## config.mk

```make
export PLATFORM = sky130hd
export DESIGN_NAME = ascii_decimal_parser
export DESIGN_NICKNAME = d
export VERILOG_FILES = /design/src/rtl/ascii_decimal_parser.sv
export SDC_FILE = /design/constraint.sdc
export NUM_CORES = 1
export LEC_CHECK = 0
export BUFFER_PORTS_ARGS = -buffer_cell sky130_fd_sc_hd__buf_4
export CORE_MARGIN = 5
export CORE_UTILIZATION = 40
export DETAILED_ROUTE_END_ITERATION = 7
export HOLD_SLACK_MARGIN = 0.06
export PLACE_DENSITY = 0.59
export SLEW_MARGIN = 10
export SYNTH_ARGS = -nofsm -noshare
export SYNTH_HDL_FRONTEND = slang
export SYNTH_SLANG_ARGS = --single-unit
```

## constraint.sdc

```tcl
create_clock -name clk -period 9.9 [get_ports clk]
set_clock_uncertainty 0.1 [all_clocks]
set_input_delay 1.98 -clock clk [delete_from_list [all_inputs] [get_ports clk]]
set_output_delay 1.98 -clock clk [all_outputs]
set_load 0.02 [all_outputs]
```

## src/rtl/ascii_decimal_parser.sv

```systemverilog
// ASCII decimal entry parser: buffers up to MAX_DIGITS digits from the UART
// receive path, then converts them to binary one digit per cycle.
module ascii_decimal_parser #(
    parameter int unsigned MAX_DIGITS = 4,
    parameter int unsigned OUT_W      = 14,
    parameter bit          FIXED_LEN  = 1'b0,
    parameter logic [7:0]  TERM_CHAR  = 8'h0D,
    parameter logic [7:0]  BS_CHAR    = 8'h08,
    parameter logic [7:0]  ABORT_CHAR = 8'h71
) (
    input  logic                               clk,
    input  logic                               rst,
    input  logic [7:0]                         rx_byte,
    input  logic                               rx_valid,
    output logic [OUT_W-1:0]                   value,
    output logic                               value_valid,
    output logic [$clog2(MAX_DIGITS+1)-1:0]    digit_count,
    output logic                               busy,
    output logic                               error,
    output logic [1:0]                         err_code
);

    localparam int unsigned CW = $clog2(MAX_DIGITS + 1);

    typedef enum logic [1:0] {
        S_IDLE    = 2'd0,
        S_ACCUM   = 2'd1,
        S_CONVERT = 2'd2
    } state_t;

    state_t            state_q, state_d;
    logic [3:0]        buf_q [MAX_DIGITS];
    logic [3:0]        buf_d [MAX_DIGITS];
    logic [CW-1:0]     cnt_q, cnt_d;
    logic [CW-1:0]     idx_q, idx_d;
    logic [OUT_W-1:0]  acc_q, acc_d;
    logic [OUT_W-1:0]  value_q, value_d;
    logic              value_valid_q, value_valid_d;
    logic              error_q, error_d;
    logic [1:0]        err_code_q, err_code_d;

    logic              is_digit, is_term, is_bs, is_abort;
    logic              cnt_full, cnt_last, conv_last;
    logic              append, drop, clear, finish, err_hit;
    logic [1:0]        err_cause;
    logic [3:0]        cur_digit;
    logic [OUT_W-1:0]  acc_step;

    assign is_digit  = (rx_byte >= 8'h30) && (rx_byte <= 8'h39);
    assign is_term   = (rx_byte == TERM_CHAR);
    assign is_bs     = (rx_byte == BS_CHAR);
    assign is_abort  = (rx_byte == ABORT_CHAR);
    assign cnt_full  = (cnt_q == CW'(MAX_DIGITS));
    assign cnt_last  = (cnt_q == CW'(MAX_DIGITS - 1));
    assign conv_last = (idx_q == cnt_q - CW'(1));

    always_ff @(posedge clk or negedge rst) begin
        if (!rst) state_q <= S_IDLE;
        else      state_q <= state_d;
    end

    // Abort is tested first in every state; any error forces a return to IDLE.
    always_comb begin
        state_d   = state_q;
        append    = 1'b0;
        drop      = 1'b0;
        clear     = 1'b0;
        finish    = 1'b0;
        err_hit   = 1'b0;
        err_cause = 2'd0;
        case (state_q)
            S_IDLE: begin
                if (rx_valid && !is_abort) begin
                    if (is_digit) begin
                        append  = 1'b1;
                        state_d = (FIXED_LEN && cnt_last) ? S_CONVERT : S_ACCUM;
                    end else if (is_term) begin
                        err_hit   = 1'b1;
                        err_cause = 2'd3;
                    end else if (!is_bs) begin
                        err_hit   = 1'b1;
                        err_cause = 2'd1;
                    end
                end
            end
            S_ACCUM: begin
                if (rx_valid) begin
                    if (is_abort) begin
                        clear   = 1'b1;
                        state_d = S_IDLE;
                    end else if (is_digit) begin
                        if (cnt_full) begin
                            err_hit   = 1'b1;
                            err_cause = 2'd2;
                        end else begin
                            append = 1'b1;
                            if (FIXED_LEN && cnt_last) state_d = S_CONVERT;
                        end
                    end else if (is_bs) begin
                        drop = 1'b1;
                        if (cnt_q == CW'(1)) state_d = S_IDLE;
                    end else if (is_term && !FIXED_LEN) begin
                        state_d = S_CONVERT;
                    end else begin
                        err_hit   = 1'b1;
                        err_cause = 2'd1;
                    end
                end
            end
            S_CONVERT: begin
                if (rx_valid && is_abort) begin
                    clear   = 1'b1;
                    state_d = S_IDLE;
                end else if (conv_last) begin
                    finish  = 1'b1;
                    state_d = S_IDLE;
                end
            end
            default: state_d = S_IDLE;
        endcase
        if (err_hit) begin
            clear   = 1'b1;
            state_d = S_IDLE;
        end
    end

    always_comb begin
        cur_digit = '0;
        for (int unsigned i = 0; i < MAX_DIGITS; i++) begin
            if (idx_q == CW'(i)) cur_digit = buf_q[i];
        end
        acc_step = (acc_q << 3) + (acc_q << 1) + OUT_W'(cur_digit);

        buf_d         = buf_q;
        cnt_d         = cnt_q;
        value_d       = value_q;
        value_valid_d = 1'b0;
        error_d       = err_hit;
        err_code_d    = err_hit ? err_cause : err_code_q;

        if (clear || finish) begin
            for (int unsigned i = 0; i < MAX_DIGITS; i++) buf_d[i] = '0;
            cnt_d = '0;
        end else if (append) begin
            for (int unsigned i = 0; i < MAX_DIGITS; i++) begin
                if (cnt_q == CW'(i)) buf_d[i] = rx_byte[3:0];
            end
            cnt_d = cnt_q + CW'(1);
        end else if (drop) begin
            for (int unsigned i = 0; i < MAX_DIGITS; i++) begin
                if (cnt_q == CW'(i + 1)) buf_d[i] = '0;
            end
            cnt_d = cnt_q - CW'(1);
        end

        if (state_q == S_CONVERT) begin
            idx_d = idx_q + CW'(1);
            acc_d = acc_step;
        end else begin
            idx_d = '0;
            acc_d = '0;
        end

        // The final accumulate step is written straight to value so the result
        // appears on the same edge that leaves CONVERT.
        if (finish) begin
            value_d       = acc_step;
            value_valid_d = 1'b1;
        end
    end

    always_ff @(posedge clk or negedge rst) begin
        if (!rst) begin
            buf_q         <= '{default: '0};
            cnt_q         <= '0;
            idx_q         <= '0;
            acc_q         <= '0;
            value_q       <= '0;
            value_valid_q <= 1'b0;
            error_q       <= 1'b0;
            err_code_q    <= '0;
        end else begin
            buf_q         <= buf_d;
            cnt_q         <= cnt_d;
            idx_q         <= idx_d;
            acc_q         <= acc_d;
            value_q       <= value_d;
            value_valid_q <= value_valid_d;
            error_q       <= error_d;
            err_code_q    <= err_code_d;
        end
    end

    always_comb begin
        value       = value_q;
        value_valid = value_valid_q;
        digit_count = cnt_q;
        busy        = (state_q == S_CONVERT);
        error       = error_q;
        err_code    = err_code_q;
    end

endmodule

```

# After elaboration in Yosys (flattened, before gate mapping)
# Cells that the tools add are included.
# totals
output_inout_bits	22
reg_bits	55
inputBits	11
wordCells	136
# op_classes
add_sub_neg	5
n_eq_ne	24
magnitude_cmp	2
n_reduce_logical	18
muxes	75
# ops
op	n
$mux W16	3
$mux W4	12
$mux W2	18
$mux W1	32
$eq A8 B4 Y1 const B	2
$reduce_bool A3 Y1	5
$add A14 B14 Y14	1
$add A14 B4 Y14	1
$mux W13	1
$eq A3 B2 Y1 const B	4
$mux W3	4
$reduce_and A3 Y1	4
$ne A5 B5 Y1 const B	2
$ne A3 B1 Y1 const B	3
$ne A3 B3 Y1 const B	3
$eq A8 B7 Y1 const B	1
$ge A8 B6 Y1 const B	1
$le A8 B6 Y1 const B	1
$reduce_and A7 Y1	1
$add A3 B1 Y3 const B	2
$eq A3 B1 Y1 const B	2
$logic_not A3 Y1	2
$pmux W1 S2	3
$pmux W2 S3	1
other kinds (13)	15

# Longest topological paths before layout
# Gate-level depths: netlist (run 1).
# logic_depth
depth_word	11
ltp_mapped	15
depth_no_buf	15

# Least setup slack after synthesis (run 1)
# No wires, ideal clock.
# synth_timing
kind	input-to-reg
startpoint	input port rx_byte[7]
endpoint	register buf_q[12] (netlist name)
required_ns	9.729
t_arrival_ns	4.018
n_path_buf	2
setup_time_ns	0.071
cell_stages	8
path_slack_ns	5.712
path_cell_list	or4b_4 or4_4 a21oi_2 o31ai_2 or3b_1 buf_6 buf_12 nor2_2
# synth_between
elab_chain_cells	11
elab_cells_between_ends	44
cone_classes	order compare (2); eq/ne (4); mux (30); reduce/logical (8)
# synth_rtl
element	line_no	source
start: declaration	13	input logic [7:0] rx_byte,
branches (longest 6 deep; another with $ge A8 B6 Y1)	--	
$pmux W1 S2 *	71	case (state_q)
net err_hit	44	logic append, drop, clear, finish, err_hit;
$mux W1 *	121	if (err_hit) begin
$logic_or A1 B1 Y1 *	141	if (clear || finish) begin
$ne A3 B1 Y1 (no source line) / $reduce_bool A3 Y1 (equally long branches)	--	
$reduce_and A3 Y1 (no source line)	--	
end signal: assignment	183	buf_q <= buf_d;
end: declaration	32	logic [3:0] buf_q [MAX_DIGITS];
# Mark *: on every way through the listed nets, which the timed path passes.
# A chain may end at the register's enable or synchronous reset.

# Final worst setup path (run 1)
# layout_timing
startpoint	input port rx_byte[7]
endpoint	register cnt_q[2], in the netlist digit_count[2]
# layout_between
elab_chain_cells	10
elab_cells_between_ends	41
cone_classes	order compare (2); eq/ne (3); mux (30); reduce/logical (6)
# layout_rtl
element	line_no	source
branches (longest 6 deep; another with $ge A8 B6 Y1)	--	
$pmux W1 S2 *	71	
net err_hit	44	
$mux W1 *	121	
$logic_or A1 B1 Y1 *	141	
$reduce_bool A3 Y1 (no source line) / $mux W3 (equally long branches)	--	
end signal: assignment	184	cnt_q <= cnt_d;
end: declaration	34	logic [CW-1:0] cnt_q, cnt_d;
# Marks and branches as above.

==> results of run 1 <==
[flip-flops by register name, summed over array words and instances, names as in the netlist]
name,count
err_code,2
error,1
value_valid,1
acc_q,13
buf_q,16
value,14
digit_count,3
state_q,2
idx_q,3
[layer usage]
metal  global-route usage, %  routed length, µm
met5                       0                  0
met4                   3.431                 78
met3                   2.526                231
met2                   25.04               3434
met1                   19.73               3145
[layout by cell type, fill, tap and decap left out, drive strengths merged, types with 2 or more instances in the layout]
cell and count:
a211oi 3, a21o 4, a21oi 16, a22o 2, a22oi 18, a31oi 3, and2 13, buf 33
clkbuf 7, dfrtp 55, fa 2, ha 37, inv 24, mux2 12, nand2 24, nand2b 2
nand3 5, nand3b 2, nand4 2, nand4b 2, nor2 23, nor3 8, nor4 2, o211ai 2
o21a 2, o21ai 16, o21bai 2, o31ai 3, o32ai 2, or2 2, or3 2, or4 3
xnor2 12, xor2 5
[power breakdown]
group          switching (W)  internal, W  leakage [nW]  total (W)
sequential        0.00000461     0.000230         0.761   0.000234
clock              0.0000746    0.0000576        0.0484   0.000132
combinational      0.0000575    0.0000318          1.05  0.0000893
total               0.000137     0.000319          1.86   0.000456
[area by class of cell]
type,instances,area [µm²]
Multi-Input combinational cell,242,1858
Timing Repair Buffer,33,247.7
Fill cell,791,4418
Clock buffer,7,86.33
Inverter,24,90.09
Sequential cell,55,1376
Clock inverter,1,8.758
Tap cell,105,131.4
[per-stage QoR]
stage	std cells	instance area [µm²]	power, W	hold slack [ns]
after floorplan	331	3386	0.0003093	0.3920
after global placement	459	3704	0.0003280	0.3643
after detailed placement	459	3704	0.0003289	0.3787
after CTS	467	3799	0.0004642	0.4055
after global routing	467	3799	0.0004853	0.4175
final	467	3799	0.0004559	0.3963
[cell families after synthesis]
kind of cell / after synthesis
compound gates: 80
flops: 55
xor+xnor: 18
mux: 12
simple gates: 93
fa+ha+maj: 39
buf+inv: 34
[worst reg2reg max path, cell delays in order (launching register included)]
cell and delay (ns):
dfrtp_1 0.46, inv_1 0.09, ha_1 0.25, nor2b_1 0.31
a22oi_1 0.13, o21ai_0 0.21, a22oi_1 0.12, fa_1 0.50
inv_1 0.07, fa_1 0.48, a211oi_1 0.34, o21ai_0 0.15
a31oi_1 0.25, o21ai_0 0.16, xor2_1 0.16, mux2_2 0.27
[worst min path at each step]
stage                                    to  depth (start not counted)
finish                value[13]$_DFFE_PN0P_                          2
global route        err_code[0]$_DFFE_PN0P_                          1
CTS                 err_code[0]$_DFFE_PN0P_                          1
detailed placement  err_code[0]$_DFFE_PN0P_                          1
global placement      value[13]$_DFFE_PN0P_                          2
floorplan                idx_q[0]$_DFF_PN0_                          1
==> results.json, run 1 <==
{
  "crit_slowest_cell": "or3b_1",
  "drtPass1Iterations": 4,
  "yosys.area_share.simple_pct": 14.71,
  "yosys.area.top_type": "dfrtp_1",
  "vias": 2461,
  "cpPeakStageDelay_ns": 0.73,
  "synth_compound_gate_area_share_pct": 16.26,
  "clock_latency_ns": 0.30,
  "viasPerCell": 5.270,
  "p_per_area_nw_per_um2": 120.0,
  "rsz0062_at_grt": "false",
  "ys_top_cells_by_area": "dfrtp_1 41%, ha_1 14%, a22oi_1 4.0%",
  "antenna_cells": 0,
  "yosysTopAreaCellShare_pct": 40.65,
  "cts_buffers": 5,
  "setup_tns_ns": 0,
  "drc": 0,
  "final_util_pct": 46.23,
  "synth_fp_nets": 381,
  "cts_tree": "done",
  "io_pins": 33,
  "antenna_found_initial": 0,
  "worstRegToRegCells": 15,
  "start_util_pct": 41.21,
  "path_cells": "buf_4 > or4b_4 > or4_4 > a21oi_2 > o31ai_2 > or3b_1 > a211oi_2",
  "cp_top_family": "simple AND/OR/NAND/NOR gates",
  "peakVddDrop_uv": 64.20,
  "crit_start": "rx_byte[7]",
  "io_buffers": 32,
  "hold_class": "reg2reg",
  "synth-seq-area-share_pct": 40.65,
  "max_slew_margin_pct": 42.43,
  "synth_fa_ha_area_share_pct": 14.86,
  "grtUsageTotal_pct": 14.75,
  "synth_flop_cell": "dfrtp_1",
  "endpoint_kind": "register",
  "r2r-end": "value[12]$_DFFE_PN0P_",
  "fin_ws_ns": 5.544,
  "fmax_mhz": 229.6,
  "dr.first_iter.drc_count": 96,
  "crit_end": "digit_count[2]$_DFFE_PN0P_",
  "synth_xor_area_share_pct": 5.063,
  "synth_top_family_by_area": "compound AO/OA/AOI/OAI gates",
  "die_x_um": 102,
  "yosysWarningCount": 0,
  "cts_root_buf": "clkbuf_8",
  "synthArstFlopShare_pct": 100.0,
  "cp-start-kind": "input port",
  "setup_viol": 0,
  "status": "finished clean",
  "dieArea_um2": 10400,
  "clock_sinks": 55,
  "hold_viol_final": 0,
  "crit_required_ns": 10.01,
  "worst-path-buf-inv": 1,
  "grt_pass1_wl_um": 12380,
  "post_cts_resized": 0,
  "final_nets": 411,
  "ys_ff_latch": 55,
  "hold_buffers": 0,
  "cp_max_fo": 19,
  "fin_crit_ns": 4.356,
  "reg2reg_setup_slack_ns": 5.75,
  "synth_edf_count": 0,
  "syn2layout_area_growth_pct": 12.20,
  "grt_max_degree": 56,
  "synth_mux_area_share_pct": 3.991,
  "wirelength_um": 6890,
  "fin_crit_sh_pct": 44.00,
  "routedWlPerCell_um": 14.75,
  "pre_cts_ws_ns": 5.210,
  "gp_congestion": 0.7948,
  "hp-start": "value[13]$_DFFE_PN0P_",
  "clockBufferDepth": 2,
  "synth_common_cells": "55 x dfrtp_1, 37 x ha_1, 24 x inv_1, 24 x nand2_1, 18 x a22oi_1",
  "path_class": "in2reg",
  "synth.most_common_cell": "dfrtp_1",
  "grt_pass1_vias": 2550,
  "post-dp-hpwl_um": 5168,
  "postSynthAreaPerCell_um2": 10.23,
  "clk_pin_slew_ns": 0.10,
  "num_rows": 33,
  "core_um2": 8217,
  "yosysUniqueCellTypes": 53,
  "leakagePower_nw": 1.861,
  "h-tree-depth": 2,
  "antenna_left": 0,
  "drive_gt1_share_pct": 19.34,
  "cts_setup_buffers": 0,
  "tightestPinTransition_ns": 0.8635,
  "drv_cap": 0,
  "rr_startpoint": "idx_q[1]$_DFF_PN0_",
  "overflow": 0,
  "die_h_um": 102,
  "worstPathArrival_ns": 4.47,
  "maxSlewViolCount": 0,
  "syn_area_um2": 3386,
  "synthCells": 331,
  "worst-path-stages": 7
}
Power figures use the tool's default switching activity.
==> run 2, diff against run 1 <==
--- a/config.mk
+++ b/config.mk
@@ -10,7 +10,7 @@
 export CORE_UTILIZATION = 40
 export DETAILED_ROUTE_END_ITERATION = 7
 export HOLD_SLACK_MARGIN = 0.06
-export PLACE_DENSITY = 0.59
+export PLACE_DENSITY = 0.61
 export SLEW_MARGIN = 10
 export SYNTH_ARGS = -nofsm -noshare
 export SYNTH_HDL_FRONTEND = slang
==> constraint.sdc (replaced) <==
create_clock -name clk -period 3.99 [get_ports clk]
set_clock_uncertainty 0.1 [all_clocks]
set_input_delay 0.798 -clock clk [delete_from_list [all_inputs] [get_ports clk]]
set_output_delay 0.798 -clock clk [all_outputs]
set_load 0.02 [all_outputs]
==> results.json, run 2 (synthesis gave the netlist of run 1 again) <==
{
  "worst-path-buf-inv": 2,
  "grt_pass1_vias": 2612,
  "io_buffers": 32,
  "wirelength_um": 7228,
  "maxSlewViolCount": 0,
  "grt_pass1_wl_um": 12400,
  "cp-start-kind": "register",
  "grtUsageTotal_pct": 14.72,
  "clock_latency_ns": 0.30,
  "dr.first_iter.drc_count": 76,
  "status": "finished clean",
  "seq_area_um2": 1376,
  "tightestPinTransition_ns": 0.8832,
  "drtPass1Iterations": 4,
  "gp_congestion": 0.8084,
  "num_rows": 33,
  "hold_class": "reg2reg",
  "start_util_pct": 41.21,
  "die_x_um": 102,
  "cts_root_buf": "clkbuf_8",
  "io_pins": 33,
  "endpoint_kind": "register",
  "vias": 2512,
  "routedWlPerCell_um": 15.38,
  "final_common_cell": "dfrtp_1",
  "fmax_mhz": 263.3,
  "antenna_found_initial": 0,
  "leakagePower_nw": 1.902,
  "cts_tree": "done",
  "worstPathArrival_ns": 3.90,
  "syn2layout_area_growth_pct": 14.01,
  "fillers": 792,
  "viasPerCell": 5.345,
  "grt_max_degree": 56,
  "core_um2": 8217,
  "hold_viol_final": 0,
  "overflow": 0,
  "drc": 0,
  "crit_slowest_cell": "fa_1",
  "antenna_left": 0,
  "multi_input_area_um2": 1871,
  "setup_viol": 0,
  "clk_pin_slew_ns": 0.11,
  "crit_required_ns": 4.09,
  "path_cells": "inv_1 > ha_1 > nor2b_4 > a22oi_1 > o21ai_0 > a22oi_1 > fa_1 > inv_1 > fa_1 > a211oi_2 > o21ai_0 > a31oi_1 > o21ai_0 > xor2_1 > mux2_2",
  "path_class": "reg2reg",
  "hold_buffers": 0,
  "final_cell_mix": "55 x dfrtp_1, 37 x ha_1, 36 x buf_4, 24 x inv_1, 24 x nand2_1",
  "cts_buffers": 5,
  "h-tree-depth": 2,
  "cpPeakStageDelay_ns": 0.49,
  "post-dp-hpwl_um": 5386,
  "cp_max_fo": 5,
  "drv_cap": 0,
  "power_w": 0.001211,
  "p_per_area_nw_per_um2": 313.8,
  "cp_top_family": "adder cells",
  "dieArea_um2": 10400,
  "clockBufferDepth": 2,
  "design_area_um2": 3860,
  "antenna_cells": 0,
  "max_slew_margin_pct": 41.12,
  "fin_crit_ns": 3.798,
  "clock_sinks": 55,
  "drive_gt1_share_pct": 20.82,
  "critPathMostFrequentCell": "o21ai_0",
  "largest_register": "buf_q",
  "fin_crit_sh_pct": 95.18,
  "die_h_um": 102,
  "largest_reg_flops": 16,
  "final_nets": 414,
  "placed_area_um2": 3711,
  "peakVddDrop_uv": 151.8
}
==> run 2: cell types whose count changed in the layout (fill, tap and decap cells not counted), sizes merged <==
cell	delta
buf	+3
bufinv	+1
clkbuf	-1
clkinv	-1
inv	+1
==> run 2: final timing paths <==
path / start / endpoint / slack [ns] / cells after the start
min: err_code[0]$_DFFE_PN0P_ / err_code[0]$_DFFE_PN0P_ / 0.40 / 1
max reg2reg: idx_q[1]$_DFF_PN0_ / value[12]$_DFFE_PN0P_ / 0.19 / 15
max: idx_q[1]$_DFF_PN0_ / value[12]$_DFFE_PN0P_ / 0.19 / 15
min in group asynchronous: rst / digit_count[0]$_DFFE_PN0P_ / 0.43 / 1
max in group asynchronous: rst / idx_q[0]$_DFF_PN0_ / 2.90 / 1
min reg2reg: err_code[0]$_DFFE_PN0P_ / err_code[0]$_DFFE_PN0P_ / 0.40 / 1
==> run 2: cell type report <==
type | instances | area share (%)
Timing Repair Buffer | 36 | 7.002
Clock buffer | 6 | 2.139
Multi-Input combinational cell | 242 | 48.46
Tap cell | 105 | 3.404
Sequential cell | 55 | 35.66
Inverter | 24 | 2.334
Clock inverter | 2 | 1.005
==> run 2: what timing repair did <==
action                                  in CTS  in global routing
setup buffers                                0                  2
endpoints found under the setup margin       0                  5
resized for setup                            0                  3
hold endpoints to repair                     0                  0
==> run 2: metrics by stage <==
stage | cells | hold WS, ns | util, % | TNS [ns] | worst slack [ns]
3_3_place_gp | 460 | 0.3653 | 45.17 | 0 | 0.2177
2_1_floorplan | 331 | 0.3920 | - | 0 | 0.4286
5_1_grt | 470 | 0.4134 | 46.98 | -0.02753 | -0.02753
3_5_place_dp | 460 | 0.3756 | 45.17 | 0 | 0.02310
6_report | 470 | 0.3996 | 46.98 | 0 | 0.1925
4_1_cts | 468 | 0.4003 | 46.64 | 0 | 0.001027
==> run 2: metal layers <==
| layer | track usage (%) | vias up | wire length (µm) |
|---|---|---|---|
| met2 | 26.54 | 55 | 3601 |
| met3 | 2.321 | 8 | 289 |
| met5 | 0 | - | 0 |
| met1 | 19.08 | 1208 | 3262 |
| met4 | 2.018 | 0 | 75 |
| li1 | - | 1241 | - |
==> run 2: where the power goes <==
| part | total, W | leakage [nW] | switching (W) | internal [W] |
|---|---|---|---|---|
| Combinational | 0.000229 | 1.08 | 0.000146 | 0.0000829 |
| Clock | 0.000401 | 0.0618 | 0.000194 | 0.000207 |
| Sequential | 0.000581 | 0.761 | 0.0000112 | 0.000570 |
